--- src/rtl/control_pipe.sv ---
// Control-signal pipeline for a five-stage core: carries decoder bundles ID->EX->MEM->WB,
// detects load-use hazards, inserts bubbles and applies branch flushes.
module control_pipe (
  input  logic       clk,
  input  logic       rst,
  input  logic [1:0] id_wb,
  input  logic [2:0] id_m,
  input  logic [3:0] id_ex,
  input  logic       id_valid,
  input  logic [4:0] id_rs,
  input  logic [4:0] id_rt,
  input  logic [4:0] id_rd,
  input  logic       br_taken,
  output logic       ex_regdst,
  output logic       ex_alusrc,
  output logic [1:0] ex_aluop,
  output logic       mem_branch,
  output logic       mem_memread,
  output logic       mem_memwrite,
  output logic       wb_regwrite,
  output logic       wb_memtoreg,
  output logic [4:0] ex_wreg,
  output logic [4:0] mem_wreg,
  output logic [4:0] wb_wreg,
  output logic       stall,
  output logic [7:0] bubble_cnt
);

  logic [1:0] idex_wb;
  logic [2:0] idex_m;
  logic [3:0] idex_ex;
  logic [4:0] idex_rt;
  logic [4:0] idex_rd;
  logic [1:0] exmem_wb;
  logic [2:0] exmem_m;
  logic [4:0] exmem_wreg;
  logic [1:0] memwb_wb;
  logic [4:0] memwb_wreg;

  logic [1:0] wb_in;
  logic [2:0] m_in;
  logic [3:0] ex_in;

  // Unknown decoder bits are forced to 0 so X never enters the pipeline.
  always_comb begin
    wb_in = '0;
    m_in  = '0;
    ex_in = '0;
    for (int i = 0; i < 2; i++) wb_in[i] = (id_wb[i] === 1'b1);
    for (int i = 0; i < 3; i++) m_in[i]  = (id_m[i] === 1'b1);
    for (int i = 0; i < 4; i++) ex_in[i] = (id_ex[i] === 1'b1);
  end

  assign ex_regdst    = idex_ex[0];
  assign ex_aluop     = idex_ex[2:1];
  assign ex_alusrc    = idex_ex[3];
  assign ex_wreg      = idex_ex[0] ? idex_rd : idex_rt;
  assign mem_branch   = exmem_m[0];
  assign mem_memread  = exmem_m[1];
  assign mem_memwrite = exmem_m[2];
  assign mem_wreg     = exmem_wreg;
  assign wb_regwrite  = memwb_wb[0];
  assign wb_memtoreg  = memwb_wb[1];
  assign wb_wreg      = memwb_wreg;

  assign stall = id_valid && idex_m[1] && (idex_rt != 5'd0) &&
                 ((idex_rt == id_rs) || (idex_rt == id_rt));

  always_ff @(posedge clk or posedge rst) begin
    if (rst) begin
      idex_wb    <= '0;
      idex_m     <= '0;
      idex_ex    <= '0;
      idex_rt    <= '0;
      idex_rd    <= '0;
      exmem_wb   <= '0;
      exmem_m    <= '0;
      exmem_wreg <= '0;
      memwb_wb   <= '0;
      memwb_wreg <= '0;
      bubble_cnt <= '0;
    end else begin
      memwb_wb   <= exmem_wb;
      memwb_wreg <= exmem_wreg;
      if (br_taken) begin
        // Flush wins over a simultaneous load-use stall; the bubble is not counted.
        idex_wb    <= '0;
        idex_m     <= '0;
        idex_ex    <= '0;
        idex_rt    <= '0;
        idex_rd    <= '0;
        exmem_wb   <= '0;
        exmem_m    <= '0;
        exmem_wreg <= '0;
      end else begin
        exmem_wb   <= idex_wb;
        exmem_m    <= idex_m;
        exmem_wreg <= ex_wreg;
        if (stall || !id_valid) begin
          idex_wb <= '0;
          idex_m  <= '0;
          idex_ex <= '0;
          idex_rt <= '0;
          idex_rd <= '0;
        end else begin
          idex_wb <= wb_in;
          idex_m  <= m_in;
          idex_ex <= ex_in;
          idex_rt <= id_rt;
          idex_rd <= id_rd;
        end
        if (stall && (bubble_cnt != 8'hFF)) bubble_cnt <= bubble_cnt + 8'd1;
      end
    end
  end

endmodule

--- config.mk ---
export PLATFORM = sky130hd
export DESIGN_NAME = control_pipe
export DESIGN_NICKNAME = d
export VERILOG_FILES = /design/src/rtl/control_pipe.sv
export SDC_FILE = /design/constraint.sdc
export NUM_CORES = 1
export LEC_CHECK = 0
export BUFFER_PORTS_ARGS = -buffer_cell sky130_fd_sc_hd__buf_2
export CAP_MARGIN = 20
export CORE_MARGIN = 3
export CORE_UTILIZATION = 30
export DETAILED_ROUTE_END_ITERATION = 7
export PLACE_DENSITY = 0.63
export SLEW_MARGIN = 20
export SYNTH_ARGS = -nofsm -noshare
export SYNTH_HDL_FRONTEND = slang
export SYNTH_SLANG_ARGS = --single-unit
--- constraint.sdc ---
create_clock -name clk -period 2.3 [get_ports clk]
set_input_delay 0.46 -clock clk [delete_from_list [all_inputs] [get_ports clk]]
set_output_delay 0.46 -clock clk [all_outputs]
set_load 0.005 [all_outputs]
# --- Yosys cells after proc, flatten, opt, wreduce, memory -nomap -nowiden ---
# Index checks and enable logic that the tools add are counted.
word_totals:
  in_bits: 28
  regBits: 44
  wordCells: 48
classes:
  n_reduce_logical: 9
  n_eq_ne: 12
  bitwise: 1
  addsub: 1
  muxes: 14
op_table:
  columns: ["op", "count"]
  rows:
  - ["$mux 5", 6]
  - ["$eq 5x5->1", 2]
  - ["$eqx 1x1->1 const B", 9]
  - ["$mux 3", 3]
  - ["$add 8x1->8 const B", 1]
  - ["$mux 4", 2]
  - ["$ne 8x8->1 const B", 1]
  - ["$mux 2", 3]
  - ["$reduce_bool 5->1", 1]
  - ["$logic_and 1x1->1", 4]
  - ["$logic_or 1x1->1", 2]
  - ["$reduce_and 2->1", 1]
  - ["$logic_not 1->1", 1]
  - ["$not 1->1", 1]

# --- Longest topological paths before layout ---
logic_depth:
  word_depth: 6
  mapped_depth: 6
  mapped_depth_nobuf: 5

# --- Worst setup path after synthesis ---
# OpenSTA, ideal clock, no wires.
synth_timing:
  path_type: "register to output"
  from: "register idex_rt[1]"
  to: "output stall"
  required_ns: 1.840
  path_slack_ns: 0.434
  arrival_ns: 1.406
  stages_incl_launch_ff: 7
  cell_sequence: "dfrtp_1 or4_1 o21ai_2 inv_2 nand3_2 buf_6 inv_1"
synth_between:
  elab_chain_len: 3
  elab_cells_between_ends: 6
  cone_classes: "eq/ne (2); reduce/logical (4)"
synth_rtl:
  columns: ["element", "line_no", "text"]
  rows:
  - ["start, declared", "32", "logic [4:0] idex_rt;"]
  - ["start signal, assigned", "109", "idex_rt <= id_rt;"]
  - ["$eq 5x5->1 / $reduce_bool 5->1 (equally long branches)", "67, 66", null]
  - ["$logic_or 1x1->1 / $logic_and 1x1->1 (equally long branches)", "67, 66", null]
  - ["$logic_and 1x1->1 *", "66", "assign stall = id_valid && idex_m[1] && (idex_rt != 5'd0) &&"]
  - ["end, declared", "25", "output logic stall,"]
# Mark *: on every way between the ends. The rest lies on a longest branch, timed or not.

# --- Final worst setup path ---
# Ends and elaborated chain as after synthesis.

==> impl_metrics.json <==
{
  "status": "complete, no violations",
  "fin_crit_sh_pct": 97.4,
  "r2r-start": "idex_rt[1]$_DFF_PP0_",
  "hold_buffers": 0,
  "first_pass_iters": 2,
  "yosysWarnings": 0,
  "die_h_um": 82,
  "clk_latency_ns": 0.29,
  "final_antenna_net_count": 0,
  "hp-class": "in -> async",
  "io_buffers": 60,
  "fp.dieW_um": 82,
  "grt_pass1_wl_um": 5880,
  "grt_max_degree": 45,
  "numCtsBuffers": 5,
  "dpl.cell_count": 264,
  "avgSynthCellArea_um2": 13.0,
  "initial_core_util_pct": 31.3,
  "grt_pass1_vias": 1223,
  "ff2ff_setup_slack_ns": 0.45,
  "viasPerCell": 4.43,
  "finalNonFillerCells": 274,
  "tns_ns": 0,
  "gp_congestion": 0.864,
  "syn_inst": 133,
  "worst_pin_slew_ns": 0.545,
  "num-fill-cells": 544,
  "hold_violations": 0,
  "cap_violations": 0,
  "die_area_mm2": 0.00672,
  "r2r_cells": 5,
  "worstSetupPathType": "reg -> out",
  "cts_tree": "yes",
  "clockBufferDepth": 2,
  "synth_seq_cells": 44,
  "clk_pin_slew_ns": 0.08,
  "critPathRequiredTime_ns": 1.84,
  "via_count": 1214,
  "netlist_area_mm2": 0.00173,
  "timing.rr.end": "bubble_cnt[1]$_DFFE_PP0P_",
  "p_leak_nw": 1.24,
  "antenna_cells": 0,
  "start_kind": "register",
  "dp.final_hpwl_um": 2800,
  "max_freq_mhz": 447,
  "endpoint_kind": "output pin",
  "finalNetCount": 230,
  "drtIter0Drc": 63,
  "period_minus_slack_ns": 2.24,
  "syn_to_final_growth_pct": 30.8,
  "p_per_area_mw_per_mm2": 681,
  "drc": 0,
  "htree_levels": 2,
  "relSlewSlack_pct": 63.7,
  "num_rows": 27,
  "cts-root-buf": "clkbuf_8",
  "vdd_drop_max_mv": 0.243,
  "grt_usage_pct": 11.9,
  "core_mm2": 0.00554,
  "arrival_ns": 1.78,
  "cts.sinks": 44,
  "finClkSkew_ns": 0.00229,
  "pin_count": 61,
  "antenna_found_initial": 0,
  "setup_violations": 0,
  "overflow": 0,
  "syn_nets": 162,
  "wl_um": 3760,
  "crit_fanout": 4,
  "fin_util_pct": 40.9,
  "drive_above_1_share_pct": 43.6,
  "maxSlewViolCount": 0,
  "yosysSeqAreaShare_pct": 63.5,
  "synthDistinctLibCells": 24,
  "post_drt_wl_per_cell_um": 13.7
}
## synth_stat cells
| master | n | area, µm² |
|---|---|---|
| dfrtp_1 | 44 | 1100 |
| and3_1 | 21 | 131 |
| xnor2_1 | 15 | 131 |
| nor2b_1 | 11 | 68.8 |
| mux2_2 | 6 | 67.6 |
| nand4_1 | 5 | 31.3 |
| nand2_1 | 4 | 15.0 |
| clkbuf_1 | 3 | 11.3 |
| inv_1 | 3 | 11.3 |
| nand3_1 | 3 | 15.0 |
| nor2_1 | 3 | 11.3 |
| buf_6 | 2 | 22.5 |
| nand3_2 | 2 | 20.0 |
| a21oi_1 | 1 | 5.00 |
| a31oi_1 | 1 | 6.26 |
| a31oi_2 | 1 | 12.5 |
| ha_1 | 1 | 12.5 |
| inv_2 | 1 | 3.75 |
| mux2_4 | 1 | 15.0 |
| nand2b_1 | 1 | 6.26 |
| nor3_1 | 1 | 5.00 |
| o21ai_2 | 1 | 8.76 |
| o22ai_2 | 1 | 12.5 |
| or4_1 | 1 | 7.51 |
## worst max-delay path, cell delays in order, from the launching register on
cell     delay (ns)
dfrtp_1        0.42
or4_4          0.57
o21ai_4        0.21
inv_2          0.06
nand3_2        0.08
inv_1          0.04
buf_2          0.11
## cell usage in the layout, fill, tap and decap left out
cell and count:
buf_2 60, dfrtp_1 44, and3_1 21, xnor2_1 15, nor2b_1 11, mux2_2 6, clkbuf_8 6, buf_4 6
nand4_1 5, nand2_1 4, nand3_1 3, nor2_1 3, nand3_2 2, inv_1 2, o22ai_2 1, or4_4 1
o21ai_4 1, inv_2 1, clkinv_1 1, a31oi_2 1, mux2_4 1, nand2b_1 1, nor3_1 1, a21oi_1 1
a31oi_1 1, ha_1 1, clkinv_4 1, bufinv_16 1
## state kept, by name, summed over array words and instances (netlist names)
| name | count |
|---|---|
| memwb_wb | 2 |
| idex_rd | 5 |
| exmem_m | 3 |
| mem_wreg | 5 |
| bubble_cnt | 8 |
| idex_ex | 4 |
| idex_m | 3 |
| idex_wb | 2 |
| wb_wreg | 5 |
| exmem_wb | 2 |
| idex_rt | 5 |
## cell type report
| class | count | area [µm²] | area share [%] |
|---|---|---|---|
| Sequential cell | 44 | 1100 | 48.6 |
| Multi-Input combinational cell | 80 | 594 | 26.2 |
| Timing Repair Buffer | 66 | 345 | 15.2 |
| Tap cell | 72 | 90.1 | 3.97 |
| Clock buffer | 6 | 82.6 | 3.64 |
| Clock inverter | 2 | 38.8 | 1.71 |
| Inverter | 4 | 15.0 | 0.662 |
## per-stage QoR
stage / hold slack [ns] / area [µm²] / power (mW) / setup WS, ns
global route: 0.346 / 2270 / 1.62 / -0.00641
CTS: 0.300 / 2240 / 1.57 / 0.0306
finish: 0.289 / 2270 / 1.54 / 0.0609
floorplan: 0.331 / 1730 / 0.884 / 0.434
global placement: 0.334 / 2120 / 0.943 / 0.392
detailed placement: 0.338 / 2120 / 0.946 / 0.358
## kinds of logic (layout without fill, tap and decap cells)
group	count (synthesis)	count (layout)	share of synthesized area, %
buffers and inverters	9	78	2.82
DFF	44	44	63.5
adders and majority gates	1	1	0.722
AOI/OAI and AO/OA	5	5	2.60
muxes	7	7	4.76
xor gates and xnor gates	15	15	7.58
and+or+nand+nor	52	52	18.0
## worst max path at each step
stage,startpoint,end,slack (ns),cells after the start
final,idex_rt[1]$_DFF_PP0_,stall,0.06,6
after global routing,idex_rt[1]$_DFF_PP0_,stall,-0.006,6
after CTS,idex_rt[1]$_DFF_PP0_,stall,0.03,6
after detailed placement,idex_rt[1]$_DFF_PP0_,stall,0.36,6
after global placement,idex_rt[1]$_DFF_PP0_,stall,0.39,6
after floorplan,idex_rt[1]$_DFF_PP0_,stall,0.43,6
## timing repair
action	CTS	global route
setup endpoints to repair	0	1
gates resized for setup	0	2
endpoints found under the hold margin	0	0
buffers inserted	0	2
## layer usage
layer / track usage [%] / wire (µm) / up-vias
met5: 0 / 0 / -
met4: 5.98 / 65 / 0
met3: 3.07 / 217 / 5
met2: 20.3 / 1850 / 35
met1: 13.7 / 1620 / 588
li1: - / - / 586
## report_power, final
group / internal, mW / switching, mW
sequential: 0.795 / 0.0129
clock: 0.355 / 0.258
combinational: 0.0628 / 0.0620
Note: power is estimated with default switching activity, not from simulation.
